## config.mk

```make
export PLATFORM = sky130hd
export DESIGN_NAME = hd_rx_fifo
export DESIGN_NICKNAME = d
export VERILOG_FILES = /design/src/rtl/hd_rx_fifo_pkg.sv /design/src/rtl/hd_rx_fifo_mem.sv /design/src/rtl/hd_rx_fifo.sv
export SDC_FILE = /design/constraint.sdc
export NUM_CORES = 1
export LEC_CHECK = 0
export BUFFER_PORTS_ARGS = -buffer_cell sky130_fd_sc_hd__clkbuf_2
export CELL_PAD_IN_SITES_DETAIL_PLACEMENT = 1
export CELL_PAD_IN_SITES_GLOBAL_PLACEMENT = 2
export CORE_UTILIZATION = 30
export CTS_CLUSTER_SIZE = 10
export DETAILED_ROUTE_END_ITERATION = 8
export PLACE_DENSITY = 0.55
export SETUP_SLACK_MARGIN = 0.15
export SYNTH_ARGS = -nofsm -noshare
export SYNTH_HDL_FRONTEND = slang
export SYNTH_HIERARCHICAL = 1
export SYNTH_SLANG_ARGS = --single-unit
export TNS_END_PERCENT = 100
```

## constraint.sdc

```tcl
create_clock -name clk -period 4.8 [get_ports clk]
set_clock_uncertainty 0.05 [all_clocks]
set_input_delay 0.96 -clock clk [delete_from_list [all_inputs] [get_ports clk]]
set_output_delay 0.96 -clock clk [all_outputs]
set_load 0.01 [all_outputs]
```

## src/rtl/hd_rx_fifo_pkg.sv

```systemverilog
// hd_rx_fifo_pkg: shared constants and width helper for the rx FIFO slice
package hd_rx_fifo_pkg;
  localparam int DEFAULT_DATA_WIDTH = 32;
  function automatic int clog2(input int n);
    int r;
    r = 0;
    while ((1 << r) < n) r++;
    return r;
  endfunction
endpackage

```

## src/rtl/hd_rx_fifo_mem.sv

```systemverilog
// hd_rx_fifo_mem: DEPTH x DATA_WIDTH storage, sync write, async read, no reset
module hd_rx_fifo_mem
  import hd_rx_fifo_pkg::*;
#(
  parameter int DATA_WIDTH = DEFAULT_DATA_WIDTH,
  parameter int DEPTH = 4
) (
  input  logic                      clk,
  input  logic                      we,
  input  logic [clog2(DEPTH)-1:0]   waddr,
  input  logic [DATA_WIDTH-1:0]     wdata,
  input  logic [clog2(DEPTH)-1:0]   raddr,
  output logic [DATA_WIDTH-1:0]     rdata
);
  logic [DATA_WIDTH-1:0] mem [DEPTH];
  always_ff @(posedge clk) if (we) mem[waddr] <= wdata;
  assign rdata = mem[raddr];
endmodule

```

## src/rtl/hd_rx_fifo.sv

```systemverilog
// hd_rx_fifo: first-word fall-through FIFO with valid/ready on both sides
module hd_rx_fifo
  import hd_rx_fifo_pkg::*;
#(
  parameter int DATA_WIDTH = DEFAULT_DATA_WIDTH,
  parameter int DEPTH = 4
) (
  input  logic                         clk,
  input  logic                         rst,
  input  logic [DATA_WIDTH-1:0]        data_src,
  input  logic                         valid,
  output logic                         ready_output,
  output logic                         valid_output,
  output logic [DATA_WIDTH-1:0]        data_dest,
  input  logic                         ready,
  output logic [clog2(DEPTH+1)-1:0]    count
);
  localparam int AW = clog2(DEPTH);
  localparam int CW = clog2(DEPTH+1);
  logic [AW-1:0] wr_ptr, rd_ptr;
  logic [DATA_WIDTH-1:0] rd_data;
  logic push, pop;
  // flags come from count alone so ready never combinationally reaches ready_output
  assign ready_output = count != CW'(DEPTH);
  assign valid_output = count != '0;
  assign push = valid & ready_output;
  assign pop = valid_output & ready;
  assign data_dest = valid_output ? rd_data : '0;
  always_ff @(posedge clk or posedge rst)
    if (rst) begin
      wr_ptr <= '0;
      rd_ptr <= '0;
      count <= '0;
    end else begin
      if (push) wr_ptr <= wr_ptr + 1'b1;
      if (pop) rd_ptr <= rd_ptr + 1'b1;
      if (push && !pop) count <= count + 1'b1;
      else if (pop && !push) count <= count - 1'b1;
    end
  hd_rx_fifo_mem #(.DATA_WIDTH(DATA_WIDTH), .DEPTH(DEPTH)) u_mem (
    .clk(clk),
    .we(push),
    .waddr(wr_ptr),
    .wdata(data_src),
    .raddr(rd_ptr),
    .rdata(rd_data)
  );
endmodule

```

Yosys cells after proc, flatten, opt, wreduce, memory -nomap -nowiden
Memories as Yosys holds them, arrays and structs flattened.
Index checks and enable logic that the tools add are counted.
{ "totals": {"ff_bits": 7, "mem_bits_rw": 128, "input_bits": 36, "memories": 1} }
{ "mem_list": {"columns": ["name", "words", "word_bits", "rd", "rd_ports_with_merged_regs", "write_ports", "line_no", "source"], "rows": [
  ["u_mem.mem", 4, 32, 1, 0, 1, "hd_rx_fifo_mem.sv:15", "logic [DATA_WIDTH-1:0] mem [DEPTH];"]
]} }
{ "op_classes": {"addsub": 4, "eq_ne": 1, "n_mux": 5, "bitwise": 2, "n_reduce_logical": 6} }
{ "op_table": {"columns": ["operator", "count"], "rows": [
  ["$mux 32", 1],
  ["$mux 3", 2],
  ["$add 2x1->2 const B", 2],
  ["$add 3x1->3 const B", 1],
  ["$ne 3x3->1 const B", 1],
  ["$reduce_bool 3->1", 1],
  ["$sub 3x1->3 const B", 1],
  ["$and 1x1->1", 2],
  ["$logic_and 1x1->1", 2],
  ["$logic_not 1->1", 2],
  ["$mux 1", 2],
  ["$reduce_bool 2->1", 1]
]} }

Logic depth before layout (Yosys ltp)
Gate-level depths: netlist of run 1.
{ "logic_depth": {"word_depth": 6, "depth_mapped": 9} }

Hierarchy
The synthesis of run 1 kept the hierarchy.
{ "by_module_without_submodules": {"columns": ["module", "instances", "cells_each", "area_per_inst_um2", "seq_area_each_um2"], "rows": [
  ["hd_rx_fifo_mem", 1, 171, 4689.5, 3843.7],
  ["hd_rx_fifo", 1, 62, 646.9, 175.2]
]} }

Least setup slack after synthesis of run 1
No wires, ideal clock.
{ "synth_path": {"path_kind": "input -> register", "from": "input port valid", "to": "memory u_mem/mem[0][0] in the netlist's numbering, enable pin", "arrival_ps": 3487, "setup_slack_ps": 795, "path_stages": 2, "cell_sequence": "and2_4 -> nor3b_1"} }
{ "synth_between": {"elab_chain_len": 3} }
{ "synth_lines": {"columns": ["element", "line_no", "source"], "rows": [
  ["from (decl)", "hd_rx_fifo.sv:11", "input logic valid,"],
  ["$and 1x1->1", "hd_rx_fifo.sv:26", "assign push = valid & ready_output;"],
  ["$mux 1", "hd_rx_fifo_mem.sv:16", "always_ff @(posedge clk) if (we) mem[waddr] <= wdata;"],
  ["$mux 1 (implied by the code)", "hd_rx_fifo_mem.sv:16", null],
  ["to (decl)", "hd_rx_fifo_mem.sv:15", null]
]} }
No other way between the ends.

Worst setup path in the final report of run 1
{ "layout_path": {"from": "register rd_ptr[0]", "to": "output port data_dest[23]"} }
{ "layout_between": {"elab_chain_len": 2} }
{ "layout_lines": {"columns": ["element", "line_no", "source"], "rows": [
  ["from (decl)", "hd_rx_fifo.sv:20", "logic [AW-1:0] wr_ptr, rd_ptr;"],
  ["from (signal assigned)", "hd_rx_fifo.sv:36", "if (pop) rd_ptr <= rd_ptr + 1'b1;"],
  ["$mem_v2 4x32", null, null],
  ["via rd_data[23]", "hd_rx_fifo.sv:21", "logic [DATA_WIDTH-1:0] rd_data;"],
  ["$mux 32", "hd_rx_fifo.sv:28", "assign data_dest = valid_output ? rd_data : '0;"],
  ["to (decl)", "hd_rx_fifo.sv:14", "output logic [DATA_WIDTH-1:0] data_dest,"]
]} }
The timed path passes the listed nets, and every way through them passes these cells.

==> out/metrics.yaml, run 1 <==
wl_mm: 10.1
synth.mux.area_fraction: 0.139
max_slew.worst_pin.slew_ps: 936
grt_max_degree: 36
grt_overflow: 0
fillers: 1707
maxCapViolations: 0
crit_start: "rd_ptr[0]"
final.setup.worst_slack_ps: 1310
status: "complete, no violations"
syn_area_per_cell_um2: 22.9
initialDrtViolationCount: 166
crit_type: "flip-flop to output pin"
drive_gt1_frac: 0.515
gr-usage-all-layers: 0.124
pin_count: 73
die_w_um: 135
antenna_found_initial: 0
tritoncts: "done"
fin_crit_sh: 0.727
maxSlewViolCount: 0
ant_nets: 0
ys_seq_elements: 135
core_um2: 17400
holdBufCountCts: 0
synth_nets: 271
synth-adder-area-share: 0.00610
drc_errors: 0
cp_max_fo: 18
die_h_um: 135
syn_area_um2: 5340
antennaDiodeCount: 0
hold_class: "input pin to asynchronous set/reset pin"
fin_crit_ps: 3490
dp_cells: 521
cts_setup_buffers: 0
start_util: 0.307
final.setup.tns_ps: 0
cts_max_level: 4
grt_setup_unrepaired: "no"
finalHoldViolCount: 0
synth_simple_gate_area_share: 0.0647
portBuffers: 72
synth-compound-area-share: 0
firstDrtPassIters: 6
synth_top_family_by_area: "multiplexers"
r2r-start: "count[1]"
yosysWarnings: 6
cts_buffer_depth: 2
setup_viol: 0
synthToLayoutAreaGrowth_pct: 20.3
post_cts_resized: 0
clk_pin_slew_ps: 50
wl_per_cell_um: 18.3
fmax_mhz: 287
endpoint_kind: "output pin"
ys_seq_area_frac: 0.753
layoutNonFillerInstCount: 553
die-area_um2: 18300
worstPathRequired_ps: 3790
leakagePower_nw: 2.28
clock-sinks: 135
fin_nets: 353
max-vdd-ir-drop_v: 0.000261
whs_ps: 420
gp_congestion: 0.591
root_buffer: "clkbuf_16"
grt_pass1_wl_mm: 15.7
numCtsBuffers: 17
syn_inst: 233
worst_setup_path_start_kind: "flip-flop"
p_per_area_nw_per_um2: 667
pre_cts_ws_ps: 1640
worstPathArrival_ps: 2480
synth_xor_area_frac: 0.0115
rows: 48
yosys.cell_types.count: 23
clkLatencyLatePin_ps: 410
timing.slew.headroom: 0.376
via_per_inst: 4.40
grt_pass1_vias: 2774
num_vias: 2432
## layout make-up
type | instances | area, µm² | area share
clock buffers | 20 | 437 | 0.0680
clock inverters | 12 | 110 | 0.0171
inverters | 2 | 7.51 | 0.00117
multi-input cells | 85 | 1190 | 0.185
flip-flops and latches | 135 | 4020 | 0.626
well taps | 225 | 282 | 0.0438
repair buffers | 74 | 375 | 0.0585
## cell usage after synthesis, drive strengths merged
library cell / instances / share of area
and2: 33 / 0.053
and3: 1 / 0.0012
and3b: 2 / 0.0033
buf: 11 / 0.025
dfrtp: 7 / 0.033
edfxtp: 128 / 0.72
fa: 1 / 0.0038
ha: 1 / 0.0023
inv: 2 / 0.0014
mux2: 1 / 0.0021
mux4: 32 / 0.14
nand2: 1 / 0.00070
nand3: 2 / 0.0019
nor2: 1 / 0.00070
nor3b: 1 / 0.0014
or3: 1 / 0.0012
or3b: 1 / 0.0016
xnor2: 4 / 0.0066
xor2: 3 / 0.0049
## critical path: stages (launching register included)
cell and delay [ps]:
dfrtp_2 750, buf_4 460, mux4_2 570, and2_4 150
clkbuf_2 120
## registers in the layout (all words and copies together), names as in the netlist
signal	count
rd_ptr	2
count	3
u_mem/mem	128
wr_ptr	2
## through the flow
stage | utilization | area, µm² | total power [mW]
finish | 0.370 | 6420 | 4.29
global route | 0.370 | 6420 | 4.54
CTS | 0.370 | 6420 | 4.39
global placement | 0.338 | 5870 | 3.16
detailed placement | 0.338 | 5870 | 3.18
floorplan | - | 5340 | 2.77
## cells by family after synthesis
logic type               after synthesis
adder cells (fa/ha/maj)                2
buffers and inverters                 13
flip-flops                           135
multiplexers                          33
XOR/XNOR                               7
AND/OR/NAND/NOR                       43
## path summary, 6_finish.rpt
check,to,slack (ps),depth (start not counted)
min in group clk,count[2],450,1
max in group asynchronous,rd_ptr[1],4020,2
hold / removal,count[1],420,2
hold reg to reg,count[2],450,1
setup / recovery,data_dest[23],1310,4
setup reg to reg,count[2],2090,8
## cell usage in the layout (no fill, tap or decap)
master	netlist	routed
nand2_1	1	1
mux4_2	30	30
and3_2	0	1
or3_2	0	1
mux2_2	1	1
edfxtp_1	128	128
nand3_1	2	2
mux4_1	2	2
dfrtp_1	7	5
clkinv_1	0	2
buf_4	0	2
dfrtp_2	0	2
clkinv_2	0	7
inv_1	2	2
and3b_2	0	2
ha_1	1	1
xor2_1	3	3
clkbuf_2	0	72
nor2_1	1	1
or3b_1	1	1
clkinvlp_4	0	1
clkbuf_1	0	3
bufinv_16	0	2
xnor2_1	4	4
and2_1	3	3
nor3b_2	0	1
clkbuf_16	0	17
and2_4	30	30
fa_1	1	1
## report_power, final
group	internal (mW)	total (mW)	switching [mW]
combinational	0.745	1.34	0.600
sequential	1.57	1.75	0.177
clock	0.752	1.20	0.444
## per-layer routing
| metal | part of all wire | vias up | routed length, µm | global-route usage |
|---|---|---|---|---|
| met5 | 0 | - | 0 | 0 |
| met4 | 0.017 | 0 | 174 | 0.0618 |
| met3 | 0.038 | 12 | 382 | 0.0404 |
| met2 | 0.50 | 57 | 5000 | 0.197 |
| met1 | 0.45 | 1256 | 4540 | 0.150 |
| li1 | - | 1107 | - | - |
No activity file was read; power rests on OpenSTA's default activity.
==> run 2: changes to the inputs <==
--- a/config.mk
+++ b/config.mk
@@ -11,7 +11,7 @@
 export CORE_UTILIZATION = 30
 export CTS_CLUSTER_SIZE = 10
 export DETAILED_ROUTE_END_ITERATION = 8
-export PLACE_DENSITY = 0.55
+export PLACE_DENSITY = 0.57
 export SETUP_SLACK_MARGIN = 0.15
 export SYNTH_ARGS = -nofsm -noshare
 export SYNTH_HDL_FRONTEND = slang
==> constraint.sdc (replaced) <==
create_clock -name clk -period 3.15 [get_ports clk]
set_clock_uncertainty 0.05 [all_clocks]
set_input_delay 0.63 -clock clk [delete_from_list [all_inputs] [get_ports clk]]
set_output_delay 0.63 -clock clk [all_outputs]
set_load 0.01 [all_outputs]
==> run 2 against run 1 <==
Core utilization up 0.25 points. Combinational power up 65%. Non-clock buffer count up 5. Flip-flop and latch count unchanged. Global-route usage down 0.063 points. Critical endpoint is now data_dest[9]. Largest power group unchanged.
==> out/metrics.yaml, run 2 (synthesized netlist as in run 1, its figures left out) <==
ant_nets: 0
final.setup.tns_ps: 0
maxSlewViolCount: 0
largest_reg_flops: 128
firstDrtPassIters: 4
wl_met1_mm: 4.19
portBuffers: 72
multi_input_area_um2: 1190
grt_pass1_vias: 2757
cts_setup_buffers: 0
highest_layer: "met4"
setup_viol: 0
antenna_found_initial: 0
drc_errors: 0
antennaDiodeCount: 0
cts_buffer_depth: 2
worstPathCellList: "or3_2, buf_4, and2_4, clkbuf_2"
pre_cts_ws_ps: 623
status: "complete, no violations"
hold_class: "input pin to asynchronous set/reset pin"
p_switching_mw: 1.89
numCtsBuffers: 17
fin_crit_sh: 0.886
wl_per_cell_um: 18.1
synthToLayoutAreaGrowth_pct: 21.1
rows: 48
wl_met2_mm: 5.29
die_w_um: 135
cp_slowest_cell: "or3_2"
clk_pin_slew_ps: 50
clkLatencyLatePin_ps: 410
tritoncts: "done"
grt_pass1_wl_mm: 15.6
comb_power_share: 0.335
leakagePower_nw: 2.30
cts_max_level: 4
final.setup.worst_slack_ps: 360
grt_setup_unrepaired: "no"
timing.slew.headroom: 0.387
dp_cells: 526
holdBufCountCts: 0
maxCapViolations: 0
p_per_area_nw_per_um2: 1020
max-vdd-ir-drop_v: 0.000419
layoutNonFillerInstCount: 558
endpoint_kind: "output pin"
mostFrequentLayoutCells: "128 x edfxtp_1, 72 x clkbuf_2, 30 x and2_4, 30 x mux4_2, 17 x clkbuf_16"
clock-sinks: 135
drive_gt1_frac: 0.520
worstPathArrival_ps: 2110
crit_type: "flip-flop to output pin"
worstPathRequired_ps: 2470
finalHoldViolCount: 0
initialDrtViolationCount: 68
die_h_um: 135
dp_hpwl_mm: 6.08
fillers: 1703
grt_max_degree: 33
worst_setup_path_start_kind: "flip-flop"
start_util: 0.307
grt_overflow: 0
num_vias: 2456
p_sw_frac: 0.287
fin_crit_ps: 2790
pin_count: 73
mostFrequentLayoutCell: "edfxtp_1"
clkPwrFrac: 0.276
internal-power_mw: 4.70
gp_congestion: 0.670
top_regs: "u_mem/mem (128), count (3)"
root_buffer: "clkbuf_16"
fin_nets: 358
p_seq_frac: 0.389
via_per_inst: 4.40
fmax_mhz: 358
post_cts_resized: 0
die-area_um2: 18300
seq_area_um2: 4020
worst_path_largest_cell_delay_ps: 670
routed-wl-met3_um: 472
core_um2: 17400
cp_max_fo: 20
largest_register: "u_mem/mem"
wl_mm: 10.1
max_slew.worst_pin.slew_ps: 920
gr-usage-all-layers: 0.123
==> run 2: cell count changes in the layout (fill, tap and decap cells not counted) <==
cell / previous run / this run
buf_4: 2 / 7
clkinv_1: 2 / 4
clkinv_2: 7 / 6
clkbuf_1: 3 / 2
nor3b_4: 0 / 1
nor3b_2: 1 / 0
==> run 2: layout make-up <==
type	instances	share of cell area
Clock buffer	19	0.0670
Clock inverter	13	0.0174
Inverter	2	0.00116
Multi-Input combinational cell	85	0.185
Sequential cell	135	0.622
Tap cell	225	0.0436
Timing Repair Buffer	79	0.0639
==> run 2: path summary, 6_finish.rpt <==
check	start	to	slack, ps	cells past startpoint
max	count[1]	data_dest[9]	360	4
min	rst	count[1]	100	2
max reg2reg	count[1]	count[2]	630	8
min reg2reg	count[2]	count[2]	470	1
max in group asynchronous	rst	rd_ptr[1]	2680	2
min in group clk	data_src[9]	u_mem/mem[1][9]	380	1
==> run 2: worst max-delay path, delay by kind of cell (launching register included) <==
| kind | cells | cell delay (ps) |
|---|---|---|
| buffers and inverters | 2 | 410 |
| flip-flops | 1 | 430 |
| AND/OR/NAND/NOR | 2 | 840 |
==> run 2: routing by layer <==
layer	global-route usage	vias to the layer above
met5	0	-
met2	0.215	57
met1	0.135	1266
met3	0.0423	14
met4	0.0524	0
li1	-	1119
==> run 2: power by group through the flow <==
stage	combinational (mW)	sequential (mW)	clock (mW)
detailed placement	2.30	2.61	0
finish	2.21	2.56	1.82
global placement	2.29	2.58	0
floorplan	1.69	2.53	0
global route	2.42	2.60	1.94
CTS	2.30	2.57	1.87
==> run 2: through the flow <==
step / hold WS [ps] / util / power [mW] / instance area (µm²)
2_1_floorplan: 383 / - / 4.22 / 5340
3_3_place_gp: 441 / 0.341 / 4.87 / 5920
3_5_place_dp: 458 / 0.341 / 4.90 / 5920
4_1_cts: 95.4 / 0.372 / 6.74 / 6460
5_1_grt: 115 / 0.372 / 6.97 / 6460
6_report: 98.4 / 0.372 / 6.59 / 6460
==> run 3: changes to the inputs <==
--- a/config.mk
+++ b/config.mk
@@ -6,12 +6,10 @@
 export NUM_CORES = 1
 export LEC_CHECK = 0
 export BUFFER_PORTS_ARGS = -buffer_cell sky130_fd_sc_hd__clkbuf_2
-export CELL_PAD_IN_SITES_DETAIL_PLACEMENT = 1
-export CELL_PAD_IN_SITES_GLOBAL_PLACEMENT = 2
 export CORE_UTILIZATION = 30
 export CTS_CLUSTER_SIZE = 10
 export DETAILED_ROUTE_END_ITERATION = 8
-export PLACE_DENSITY = 0.57
+export PLACE_DENSITY = 0.47
 export SETUP_SLACK_MARGIN = 0.15
 export SYNTH_ARGS = -nofsm -noshare
 export SYNTH_HDL_FRONTEND = slang
==> run 3 against run 2 <==
Wire length increased by 0.40%. Register-to-register slack improved by 40 ps. Sequential share of layout area fell by 1.3 points. Critical endpoint is now data_dest[0].
==> out/metrics.yaml, run 3 (synthesized netlist as in run 1, its figures left out) <==
status: "complete, no violations"
cts_buffer_depth: 2
holdBufCountCts: 0
die_w_um: 135
clkLatencyLatePin_ps: 410
fin_crit_sh: 0.894
hold_class: "input pin to asynchronous set/reset pin"
initialDrtViolationCount: 160
grt_pass1_wl_mm: 15.5
drive_gt1_frac: 0.536
rows: 48
crit_type: "flip-flop to output pin"
wl_mm: 10.1
synthToLayoutAreaGrowth_pct: 23.8
crit_family: "simple AND/OR/NAND/NOR gates"
power.total_mw: 6.86
wl_per_cell_um: 18.1
leakagePower_nw: 2.36
dp_cells: 529
whs_ps: 84.9
grt_overflow: 0
wl_met1_mm: 4.12
dp_hpwl_mm: 6.36
p_switching_mw: 1.93
firstDrtPassIters: 4
max_slew.worst_pin.slew_ps: 476
final.setup.tns_ps: 0
clock-sinks: 135
p_seq_frac: 0.373
clk_pin_slew_ps: 50
routed-wl-met3_um: 395
fin_nets: 361
fin_crit_ps: 2820
largest_register: "u_mem/mem"
cts_max_level: 4
wl_met2_mm: 5.47
p_sw_frac: 0.281
grt_pass1_vias: 2749
post_cts_resized: 0
timing.slew.headroom: 0.683
setup_viol: 0
worst_path_largest_cell_delay_ps: 700
die-area_um2: 18300
gr-usage-all-layers: 0.122
gp_congestion: 0.683
grt_max_degree: 21
antennaDiodeCount: 0
worstPathRequired_ps: 2470
ff2ff_path_depth: 8
worstPathArrival_ps: 2140
antenna_found_initial: 0
reg2reg_slack_ps: 670
num_vias: 2494
internal-power_mw: 4.93
largest_reg_flops: 128
layoutNonFillerInstCount: 561
via_per_inst: 4.45
finish.utilization: 0.380
maxCapViolations: 0
r2r-end: "count[2]"
mostFrequentLayoutCells: "128 x edfxtp_1, 72 x clkbuf_2, 30 x and2_4, 30 x mux4_2, 17 x clkbuf_16"
endpoint_kind: "output pin"
clkPwrFrac: 0.295
max-vdd-ir-drop_v: 0.000509
cp_slowest_cell: "or3_2"
timing.critical_path.buf_inv: 2
portBuffers: 72
pin_count: 73
die_h_um: 135
comb_power_share: 0.332
cts_setup_buffers: 0
highest_layer: "met4"
p_per_area_nw_per_um2: 1040
top_regs: "u_mem/mem (128), count (3)"
start_util: 0.307
r2r-start: "count[2]"
core_um2: 17400
maxSlewViolCount: 0
numCtsBuffers: 17
root_buffer: "clkbuf_16"
fmax_mhz: 355
tritoncts: "done"
drc_errors: 0
mostFrequentLayoutCell: "edfxtp_1"
cp_max_fo: 20
fillers: 1600
worst_setup_path_start_kind: "flip-flop"
worstPathCellList: "or3_2, buf_4, and2_4, clkbuf_2"
ant_nets: 0
finalHoldViolCount: 0
grt_setup_unrepaired: "no"
## run 3: power groups by stage
| stage | logic [mW] | registers (mW) | clock network [mW] |
|---|---|---|---|
| 2_1_floorplan | 1.69 | 2.53 | 0 |
| 3_3_place_gp | 2.35 | 2.58 | 0 |
| 3_5_place_dp | 2.35 | 2.60 | 0 |
| 4_1_cts | 2.36 | 2.57 | 2.08 |
| 5_1_grt | 2.47 | 2.60 | 2.15 |
| 6_report | 2.28 | 2.56 | 2.03 |
## run 3: worst max-delay path by stage
stage                     cells after the start               to  slack, ps     start
final                                         4     data_dest[0]        330  count[2]
after global routing                          4    data_dest[30]        210  count[1]
after CTS                                     4     data_dest[9]        280  count[2]
after detailed placement                      8         count[2]        660  count[2]
after global placement                        8         count[2]        700  count[2]
after floorplan                               3  u_mem/mem[0][0]        520  count[2]
## run 3: stage by stage
stage | setup WS [ps] | instance area (µm²)
after floorplan | 521 | 5340
after global placement | 696 | 5990
after detailed placement | 662 | 5990
after CTS | 278 | 6600
after global routing | 208 | 6600
final | 333 | 6600
## run 3: cell type report
type | instances | area (µm²) | area share
clock buffers | 19 | 433 | 0.0656
clock inverters | 13 | 180 | 0.0273
inverters | 2 | 7.51 | 0.00114
multi-input cells | 85 | 1190 | 0.181
flip-flops and latches | 135 | 4020 | 0.609
well taps | 225 | 282 | 0.0426
repair buffers | 82 | 485 | 0.0735
## run 3: worst reg2reg max path: stages (launching register included)
cell	delay, ps
dfrtp_1	420
or3_2	700
nand2_1	190
ha_1	190
inv_1	60
fa_1	370
xor2_1	150
nor2_1	110
xor2_1	160
## run 3: per-layer routing
layer  up-vias  GRT usage
met1      1303      0.138
met5         -          0
met2        59      0.208
met4         0     0.0524
met3        11     0.0404
li1       1121          -
